--- src/rtl/program_loader_pkg.sv ---
// Shared definitions for the boot-time program loader.
//   loaderState_t : loader FSM states, in frame order
//   INSTR_W       : instruction word width (3 bytes packed into 18 bits)
//   SYNC_BYTE     : frame start marker
package program_loader_pkg;

    typedef enum logic [3:0] {
        IDLE,
        LEN_HI,
        LEN_LO,
        B0,
        B1,
        B2,
        WRITE,
        CSUM,
        DONE,
        ERROR
    } loaderState_t;

    localparam int          INSTR_W   = 18;
    localparam logic [7:0]  SYNC_BYTE = 8'hA5;

endpackage

--- src/rtl/program_loader.sv ---
// Boot-time program loader. Receives a framed byte stream
//   SYNC, LEN_HI, LEN_LO, N x (B0,B1,B2), CSUM
// packs each byte triple into an 18-bit instruction and writes it to program
// memory from address 0. The CPU is held in reset until the full image has
// been written and its checksum verified.
// Ports:
//   i_clock, i_reset          : clock, asynchronous active-high reset
//   i_rx_data/valid, o_rx_ready : byte stream in (bit 0 = MSB), valid/ready handshake
//   i_restart                 : pulse that re-arms the loader from DONE/ERROR
//   o_wr_en/addr/data         : program memory write port, one strobe per word
//   o_cpu_hold                : 1 = CPU held in reset
//   o_done, o_error           : image verified / framing, length or checksum failure
module program_loader
    import program_loader_pkg::*;
#(
    parameter int ADDR_W    = 16,
    parameter int MAX_WORDS = 4096
) (
    input  logic              i_clock,
    input  logic              i_reset,
    input  logic [0:7]        i_rx_data,
    input  logic              i_rx_valid,
    output logic              o_rx_ready,
    input  logic              i_restart,
    output logic              o_wr_en,
    output logic [0:ADDR_W-1] o_wr_addr,
    output logic [0:INSTR_W-1] o_wr_data,
    output logic              o_cpu_hold,
    output logic              o_done,
    output logic              o_error
);

    loaderState_t state;
    logic [7:0]   lenHi;
    logic [15:0]  length;
    logic [16:0]  wordCount;   // one bit wider than N so the count can reach MAX_WORDS
    logic [7:0]   checksum;
    logic [0:1]   b0Low;
    logic [0:7]   b1Byte;
    logic         rxFire;

    assign rxFire = i_rx_valid && o_rx_ready;

    // NOTE: every register here is state, so all assignments are non-blocking;
    // a blocking write would let later branches see the new value in the same edge.
    always_ff @(posedge i_clock or posedge i_reset) begin
        if (i_reset) begin
            state      <= IDLE;
            lenHi      <= '0;
            length     <= '0;
            wordCount  <= '0;
            checksum   <= '0;
            b0Low      <= '0;
            b1Byte     <= '0;
            o_rx_ready <= 1'b1;
            o_wr_en    <= 1'b0;
            o_wr_addr  <= '0;
            o_wr_data  <= '0;
            o_cpu_hold <= 1'b1;
            o_done     <= 1'b0;
            o_error    <= 1'b0;
        end else begin
            // Strobe is raised only on entry to WRITE, so it lasts exactly one cycle.
            o_wr_en <= 1'b0;

            case (state)
                IDLE: begin
                    // Non-SYNC bytes are consumed and dropped while hunting for a frame.
                    if (rxFire && i_rx_data == SYNC_BYTE) begin
                        checksum <= '0;
                        state    <= LEN_HI;
                    end
                end

                LEN_HI: begin
                    if (rxFire) begin
                        lenHi    <= i_rx_data;
                        checksum <= checksum + i_rx_data;
                        state    <= LEN_LO;
                    end
                end

                LEN_LO: begin
                    if (rxFire) begin
                        length    <= {lenHi, i_rx_data};
                        checksum  <= checksum + i_rx_data;
                        wordCount <= '0;
                        if ({16'd0, lenHi, i_rx_data} > 32'(MAX_WORDS)) begin
                            o_error    <= 1'b1;
                            o_rx_ready <= 1'b0;
                            state      <= ERROR;
                        end else if ({lenHi, i_rx_data} == 16'd0) begin
                            state <= CSUM;
                        end else begin
                            state <= B0;
                        end
                    end
                end

                B0: begin
                    if (rxFire) begin
                        // Only the two low bits carry instruction data; anything
                        // else set means a corrupt stream.
                        if (i_rx_data[0:5] != 6'd0) begin
                            o_error    <= 1'b1;
                            o_rx_ready <= 1'b0;
                            state      <= ERROR;
                        end else begin
                            b0Low    <= i_rx_data[6:7];
                            checksum <= checksum + i_rx_data;
                            state    <= B1;
                        end
                    end
                end

                B1: begin
                    if (rxFire) begin
                        b1Byte   <= i_rx_data;
                        checksum <= checksum + i_rx_data;
                        state    <= B2;
                    end
                end

                B2: begin
                    if (rxFire) begin
                        checksum   <= checksum + i_rx_data;
                        o_wr_data  <= {b0Low, b1Byte, i_rx_data};
                        o_wr_addr  <= wordCount[ADDR_W-1:0];
                        o_wr_en    <= 1'b1;
                        o_rx_ready <= 1'b0;
                        state      <= WRITE;
                    end
                end

                WRITE: begin
                    wordCount  <= wordCount + 17'd1;
                    o_rx_ready <= 1'b1;
                    state      <= (wordCount + 17'd1 == {1'b0, length}) ? CSUM : B0;
                end

                CSUM: begin
                    if (rxFire) begin
                        o_rx_ready <= 1'b0;
                        if (i_rx_data == checksum) begin
                            o_done     <= 1'b1;
                            o_cpu_hold <= 1'b0;
                            state      <= DONE;
                        end else begin
                            o_error <= 1'b1;
                            state   <= ERROR;
                        end
                    end
                end

                DONE, ERROR: begin
                    if (i_restart) begin
                        state      <= IDLE;
                        o_cpu_hold <= 1'b1;
                        o_done     <= 1'b0;
                        o_error    <= 1'b0;
                        o_rx_ready <= 1'b1;
                        wordCount  <= '0;
                        length     <= '0;
                        lenHi      <= '0;
                        checksum   <= '0;
                    end
                end

                default: begin
                    state      <= IDLE;
                    o_rx_ready <= 1'b1;
                end
            endcase
        end
    end

endmodule

--- config.mk ---
export PLATFORM = sky130hd
export DESIGN_NAME = program_loader
export DESIGN_NICKNAME = d
export VERILOG_FILES = /design/src/rtl/program_loader_pkg.sv /design/src/rtl/program_loader.sv
export SDC_FILE = /design/constraint.sdc
export NUM_CORES = 1
export LEC_CHECK = 0
export ABC_AREA = 1
export BUFFER_PORTS_ARGS = -buffer_cell sky130_fd_sc_hd__buf_4
export CELL_PAD_IN_SITES_DETAIL_PLACEMENT = 1
export CELL_PAD_IN_SITES_GLOBAL_PLACEMENT = 1
export CORE_MARGIN = 10
export CORE_UTILIZATION = 25
export CTS_CLUSTER_SIZE = 12
export DETAILED_ROUTE_END_ITERATION = 12
export GPL_TIMING_DRIVEN = 0
export PLACE_DENSITY = 0.55
export SLEW_MARGIN = 30
export SYNTH_ARGS = -nofsm -noshare
export SYNTH_HDL_FRONTEND = slang
export SYNTH_SLANG_ARGS = --single-unit
--- constraint.sdc ---
create_clock -name i_clock -period 2.9 [get_ports i_clock]
set_clock_uncertainty 0.1 [all_clocks]
set_input_delay 0.29 -clock i_clock [delete_from_list [all_inputs] [get_ports i_clock]]
set_output_delay 0.29 -clock i_clock [all_outputs]
set_load 0.05 [all_outputs]
==> impl_results.md, run 1 <==
* Status: finished clean
* Yosys reg bits at just over 100
* Syn Nets at roughly 670
* Clock buffer depth at 2
* Critical Path AT at ~2.7 ns
* Post-synthesis compound-gate area fraction at 0.1416
* Total Routing Usage GR at 0.1287
* Std cell rows at between 50 and 60
* CP endpoint kind: flop
* I/O pin cnt at slightly above 50
* Leakage at 2.918 nW
* HPWL Detailed at about 13000 µm
* WL final at between 15000 and 20000 µm
* WS Path Type: reg2reg
* Global Route met3 Usage at 0.02366
* Slew Limit Fails at 0
* GRT met2 Usage at 0.2160
* Endpoints failing hold at 0
* First-pass GRT wire length at about 27000 µm
* Root Driver: clkbuf_16
* Register area share after synthesis at 0.4984
* Avg Cell Area, Syn at between 7 and 8 µm²
* H-tree depth at 3
* Critical path data required time at roughly 3 ns
* # nets final at 732
* Syn Inst Count at ~650
* Clock slew at reported path FFs at ~0.070 ns
* Final worst slack at approximately 0.31 ns
* # Max-Cap Violations at 0
* Met1 global-route usage at 0.1634
* Slew @ Worst Pin at ~0.69 ns
* Post-layout min period at about 2.6 ns
* CTS tree: done
* Dpl cell area at just under 0.006 mm²
* Initial antenna violation count at 0
* Most common cell after layout, fill and taps aside: nand2_1
* Fin util at 0.3089
* Tightest Hold Check Type: in2reg
* Layout Area Growth over Synthesis at 21.94%
* DRC Markers at 0
* Wire length per cell at between 15 and 20 µm
* Post-route setup TNS at 0 ns
* Synth Area in XOR/XNOR at 0.01196
* Max VDD drop at ~330 µV
* Setup bufs post-CTS at 0
* Max Freq at slightly below 400 MHz
* Main combinational cell family by area after synthesis: simple AND/OR/NAND/NOR gates
* Simple-gate share of the synthesized area at 0.2626
* Most frequent cells in the layout: nand2_1 (191), dfrtp_1 (100), o21ai_0 (67), inv_1 (62), nand3_1 (55)
* Post-Synth Adder-Cell Area at 0.02343
* Fraction of layout cells with a size suffix above 1 at 0.1383
* Num CTS Buffers at 9
* Pwr dens at between 700 and 800 mW/mm²
* Synth Cell Area at 0.005126 mm²
* Largest net degree at the start of global routing at 28
* DP Cell Count at about 970
* Unrepaired setup endpoints after global routing: no
* Number of vias per cell at approximately 4.7
* Non-Filler Instances at approximately 990
* Multiplexer area fraction after synthesis at 0
* Initial core utilization at 0.2533
* Final Wtd Congestion at slightly below 0.9
* Placeable Area at 0.02023 mm²
* Worst skew pair latency at between 0.3 and 0.4 ns
* Pre-CTS setup slack at approximately 0.31 ns
* R2r setup slk at 0.31 ns
* DR vias at between 4000 and 5000
* Chip Height at around 160 µm
* Number of global-route vias before repair at roughly 5000
* Final instance area at 0.006251 mm²
* Final setup viols at 0
* DRT iter0 DRCs at 230
* Rel. slew slack at 0.5353
* Worst Path Max Fanout at 10
* Port bufs at 50
* YS warnings at 0
* Yosys cell types at 35
* Worst hold slack at around 0.15 ns
* GRT busiest layer: met2
* ANT cells at 0
* Total power at slightly below 5 mW
* Pre-antenna DRT Iters at 4
* Startpoint Class: flop
* Period utilization at 0.8917
* Antenna viol nets, final at 0
* DIE AREA at between 0.02 and 0.03 mm²
* Total gr overflow at 0
* Chip width at between 150 and 200 µm
* Clock sink count at between 100 and 150
* Fillers at around 2400
## cells by family after synthesis
| logic type | Yosys count |
|---|---|
| AND/OR/NAND/NOR | 322 |
| AO/OA/AOI/OAI | 123 |
| flip-flops | 102 |
| buffers and inverters | 82 |
| adder cells (fa/ha/maj) | 9 |
| XOR/XNOR | 7 |
## sequential cells by signal, indices dropped and copies added, names as in the netlist, 2 cells and up
name	flops
b0Low	2
b1Byte	8
checksum	8
length	16
o_wr_addr	16
wordCount	17
state	4
o_wr_data	18
lenHi	8
## power by group
group / internal [mW] / switching [mW] / total [mW]
Sequential: 1.71 / 0.199 / 1.91
Clock: 0.681 / 0.593 / 1.27
Combinational: 0.557 / 1.15 / 1.71
## synth_stat cells (all sizes together)
master  number  area share
xor2         3      0.0051
a31oi        1      0.0012
o31ai        3      0.0044
dfstp        2       0.010
and2         1      0.0012
buf          7      0.0071
a21oi       18       0.018
dfrtp      100        0.49
nand2      191        0.14
ha           8       0.020
xnor2        4      0.0068
nand3       55       0.054
or2          1      0.0017
a311oi       1      0.0017
inv         66       0.048
nor4         1      0.0012
o211ai       2      0.0029
o21bai       2      0.0029
nand4       10       0.012
nor3         8       0.012
o21a         1      0.0015
o22ai       12       0.027
o21ai       83       0.083
fa           1      0.0039
nor2        55       0.041
clkbuf       9      0.0066
## critical path, cell delays in order (launching register included)
cell and delay, ns:
dfrtp_1 0.46, inv_1 0.06, nor2_1 0.18, inv_1 0.14
nor3_2 0.55, inv_1 0.25, o21ai_2 0.26, buf_4 0.35
o22ai_2 0.10
## cell type report
class                   instances  area [µm²]  share of cell area
clock buffers                   9       225.2             0.03603
well taps                     270       337.8             0.05404
inverters                      66       251.5             0.04023
plain buffers                  16       70.07             0.01121
multi-input cells             461        2253              0.3605
flip-flops and latches        102        2555              0.4087
repair buffers                 55       480.5             0.07686
clock inverters                 7       77.57             0.01241
## metal layers
metal / routed length, µm / up-vias
met5: 0 / -
met4: 223 / 0
met3: 469 / 10
met2: 8021 / 47
met1: 7654 / 2280
li1: - / 2257
## what timing repair did
item / 4_1_cts / 5_1_grt
hold endpoints to repair: 16 / 0
resized for setup: 0 / 0
hold buffers: 1 / 0
## final timing paths
kind,from,endpoint,depth (start not counted)
worst max-delay path,state[2],wordCount[2],8
worst min-delay path,i_restart,state[3],3
worst max register to register,state[2],wordCount[2],8
worst min register to register,b1Byte[0],o_wr_data[2],2
max in group asynchronous,i_reset,o_wr_addr[11],6
min in group asynchronous,i_reset,o_wr_data[0],3
Note: power is estimated with default switching activity, not from simulation.
==> run 2, diff against run 1 <==
--- a/config.mk
+++ b/config.mk
@@ -10,11 +10,11 @@
 export CELL_PAD_IN_SITES_DETAIL_PLACEMENT = 1
 export CELL_PAD_IN_SITES_GLOBAL_PLACEMENT = 1
 export CORE_MARGIN = 10
-export CORE_UTILIZATION = 25
+export CORE_UTILIZATION = 40
 export CTS_CLUSTER_SIZE = 12
 export DETAILED_ROUTE_END_ITERATION = 12
 export GPL_TIMING_DRIVEN = 0
-export PLACE_DENSITY = 0.55
+export PLACE_DENSITY = 0.79
 export SLEW_MARGIN = 30
 export SYNTH_ARGS = -nofsm -noshare
 export SYNTH_HDL_FRONTEND = slang
==> run 2 against run 1 <==
Against the previous run:
- setup slack better by 0.052 ns
- core utilization is 18 points higher
- hold slack improved by 0.0082 ns
- wire length fell by 5.2%
- clock power is essentially flat
- register-to-register slack improved by 0.05 ns
- sequential share of layout area rose by 0.80 points
- largest cell class unchanged
==> impl_results.md, run 2 (same netlist as run 1, synthesis figures left out) <==
* Status: finished clean (unchanged)
* Min-Delay Startpoint: i_restart (unchanged)
* Critical Path AT at 2.66 ns (was 2.71 ns)
* Worst skew pair latency at 0.36 ns (about the same)
* HPWL Detailed at 11900 µm (was 12770 µm)
* Antenna viol nets, final at 0 (unchanged)
* First-pass GRT wire length at 25810 µm (was 27160 µm)
* Worst Path Max Fanout at 10 (unchanged)
* Root Driver: clkbuf_16 (unchanged)
* Unrepaired setup endpoints after global routing: no (unchanged)
* Post-route setup TNS at 0 ns (unchanged)
* Chip width at 133.2 µm (was 163.2 µm)
* Wire length per cell at 17.48 µm (was 16.60 µm)
* Endpoints failing hold at 0 (unchanged)
* Dpl cell area at 0.005823 mm² (was 0.005938 mm²)
* DIE AREA at 0.01774 mm² (was 0.02663 mm²)
* Total Routing Usage GR at 0.1779 (was 0.1287)
* Biggest regs: o_wr_data: 18 flops, wordCount: 17 flops (unchanged)
* Num CTS Buffers at 9 (unchanged)
* R2r setup slk at 0.37 ns (was 0.31 ns)
* Sw Pwr at 1.869 mW (was 1.941 mW)
* DRC Markers at 0 (unchanged)
* Pre-antenna DRT Iters at 4 (unchanged)
* Rel. slew slack at 0.5611 (was 0.5353)
* DRT iter0 DRCs at 230 (unchanged)
* WS Path Type: reg2reg (unchanged)
* Max Freq at 394.7 MHz (was 386.7 MHz)
* Clock slew at reported path FFs at 0.06 ns (was 0.07 ns)
* Max VDD drop at 409.9 µV (was 327.1 µV)
* Final instance area at 0.006131 mm² (was 0.006251 mm²)
* # nets final at 732 (unchanged)
* Number of vias per cell at 5.288 (was 4.659)
* Pwr dens at 791.8 mW/mm² (was 781.9 mW/mm²)
* Total gr overflow at 0 (unchanged)
* Layout Area Growth over Synthesis at 19.60% (was 21.94%)
* Number of global-route vias before repair at 5108 (was 5006)
* Port bufs at 50 (unchanged)
* Std cell rows at 41 (was 52)
* Critical path data required time at 3.02 ns (about the same)
* Chip Height at 133.2 µm (was 163.2 µm)
* Fillers at 1574 (was 2419)
* CTS tree: done (unchanged)
* DP Cell Count at 871 (was 969)
* # Max-Cap Violations at 0 (unchanged)
* I/O pin cnt at 51 (unchanged)
* DR vias at 4696 (was 4594)
* Initial core utilization at 0.4079 (was 0.2533)
* Clock sink count at 102 (unchanged)
* Min-Delay Path Depth at 3 (unchanged)
* Post-cts sizing count at 0 (unchanged)
* Leakage at 2.918 nW (about the same)
* Clock buffer depth at 2 (unchanged)
* Slew Limit Fails at 0 (unchanged)
* Initial antenna violation count at 0 (unchanged)
* WL final at 15520 µm (was 16370 µm)
* Worst hold slack at 0.1540 ns (was 0.1458 ns)
* Switching part of the total power at 0.3850 (was 0.3972)
* Post-layout min period at 2.534 ns (was 2.586 ns)
* Non-Filler Instances at 888 (was 986)
* Seq pwr share at 0.393 (was 0.390)
* Worst R2R Path Depth at 8 (unchanged)
* Final setup viols at 0 (unchanged)
* CP endpoint kind: flop (unchanged)
* Startpoint Class: flop (unchanged)
* Most frequent cells in the layout: nand2_1 (191), dfrtp_1 (100), o21ai_0 (67), inv_1 (62), nand3_1 (55) (unchanged)
* P_int at 2.986 mW (was 2.946 mW)
* Final Wtd Congestion at 0.9117 (was 0.8697)
* Combinational share of power at 0.350 (was 0.349)
* Largest register by flop count: o_wr_data (unchanged)
* Fraction of layout cells with a size suffix above 1 at 0.1327 (was 0.1383)
* Critical R2R Launch: state[2] (unchanged)
* Reg-to-Reg End: wordCount[2] (unchanged)
* WHS Endpoint: state[3] (unchanged)
* Max reg flops at 18 (unchanged)
* Clock power frac at 0.258 (was 0.261)
* Period utilization at 0.8737 (was 0.8917)
* Tightest Hold Check Type: in2reg (unchanged)
* Slew @ Worst Pin at 0.6547 ns (was 0.6933 ns)
* H-tree depth at 3 (unchanged)
* Most common cell after layout, fill and taps aside: nand2_1 (unchanged)
* Placeable Area at 0.01257 mm² (was 0.02023 mm²)
* Largest net degree at the start of global routing at 29 (was 28)
* ANT cells at 0 (unchanged)
## run 2: cell count changes in the layout (fill, tap and decap cells not counted)
cell        before  now
clkinvlp_4       2    1
inv_6            4    0
buf_16           2    3
clkinv_2         1    0
clkbuf_8         0    2
clkbuf_1         9   13
buf_12           2    1
## run 2: worst max path at each step
stage / start / end
2_1_floorplan: o_rx_ready / checksum[0]
3_3_place_gp: state[2] / wordCount[5]
3_5_place_dp: state[2] / wordCount[14]
4_1_cts: state[2] / wordCount[2]
5_1_grt: wordCount[0] / state[2]
6_report: state[2] / wordCount[2]
## run 2: power groups by stage
stage / sequential (mW) / clock (mW) / combinational [mW]
5_1_grt: 1.95 / 1.33 / 1.92
6_report: 1.91 / 1.25 / 1.70
2_1_floorplan: 2.02 / 0 / 1.08
3_3_place_gp: 1.92 / 0 / 1.61
4_1_cts: 1.91 / 1.28 / 1.71
3_5_place_dp: 1.93 / 0 / 1.69
## run 2: worst max-delay path, stage by stage, from the launching register on
cell,delay (ns)
dfrtp_1,0.44
inv_1,0.06
nor2_1,0.19
inv_1,0.13
nor3_2,0.52
inv_1,0.25
o21ai_2,0.27
buf_4,0.34
o22ai_2,0.09
## run 2: layer usage
metal / global-route usage / wire, µm / vias to the layer above
met1: 0.2171 / 6944 / 2357
met3: 0.02782 / 457 / 19
met2: 0.3082 / 7859 / 68
met5: 0 / 0 / -
li1: - / - / 2252
met4: 0.06832 / 260 / 0
## run 2: final cells by class
| class | count | area, µm² | share of cell area |
|---|---|---|---|
| inverters | 66 | 251.5 | 0.04102 |
| clock inverters | 1 | 30.03 | 0.004898 |
| multi-input cells | 461 | 2253 | 0.3676 |
| well taps | 172 | 215.2 | 0.03510 |
| flip-flops and latches | 102 | 2555 | 0.4167 |
| plain buffers | 16 | 70.07 | 0.01143 |
| clock buffers | 15 | 267.8 | 0.04367 |
| repair buffers | 55 | 488.0 | 0.07959 |
## run 2: what timing repair did
action	in CTS	in global routing
hold endpoints to repair	15	0
hold buffers	1	0
buffers inserted	0	0
## run 2: through the flow
stage / total power, mW / util / setup WS (ns)
final: 4.855 / 0.4878 / 0.3664
after global routing: 5.204 / 0.4878 / 0.1674
after CTS: 4.892 / 0.4878 / 0.3589
after detailed placement: 3.622 / 0.4633 / 0.3957
after global placement: 3.530 / 0.4552 / 0.4193
after floorplan: 3.104 / - / 0.9883
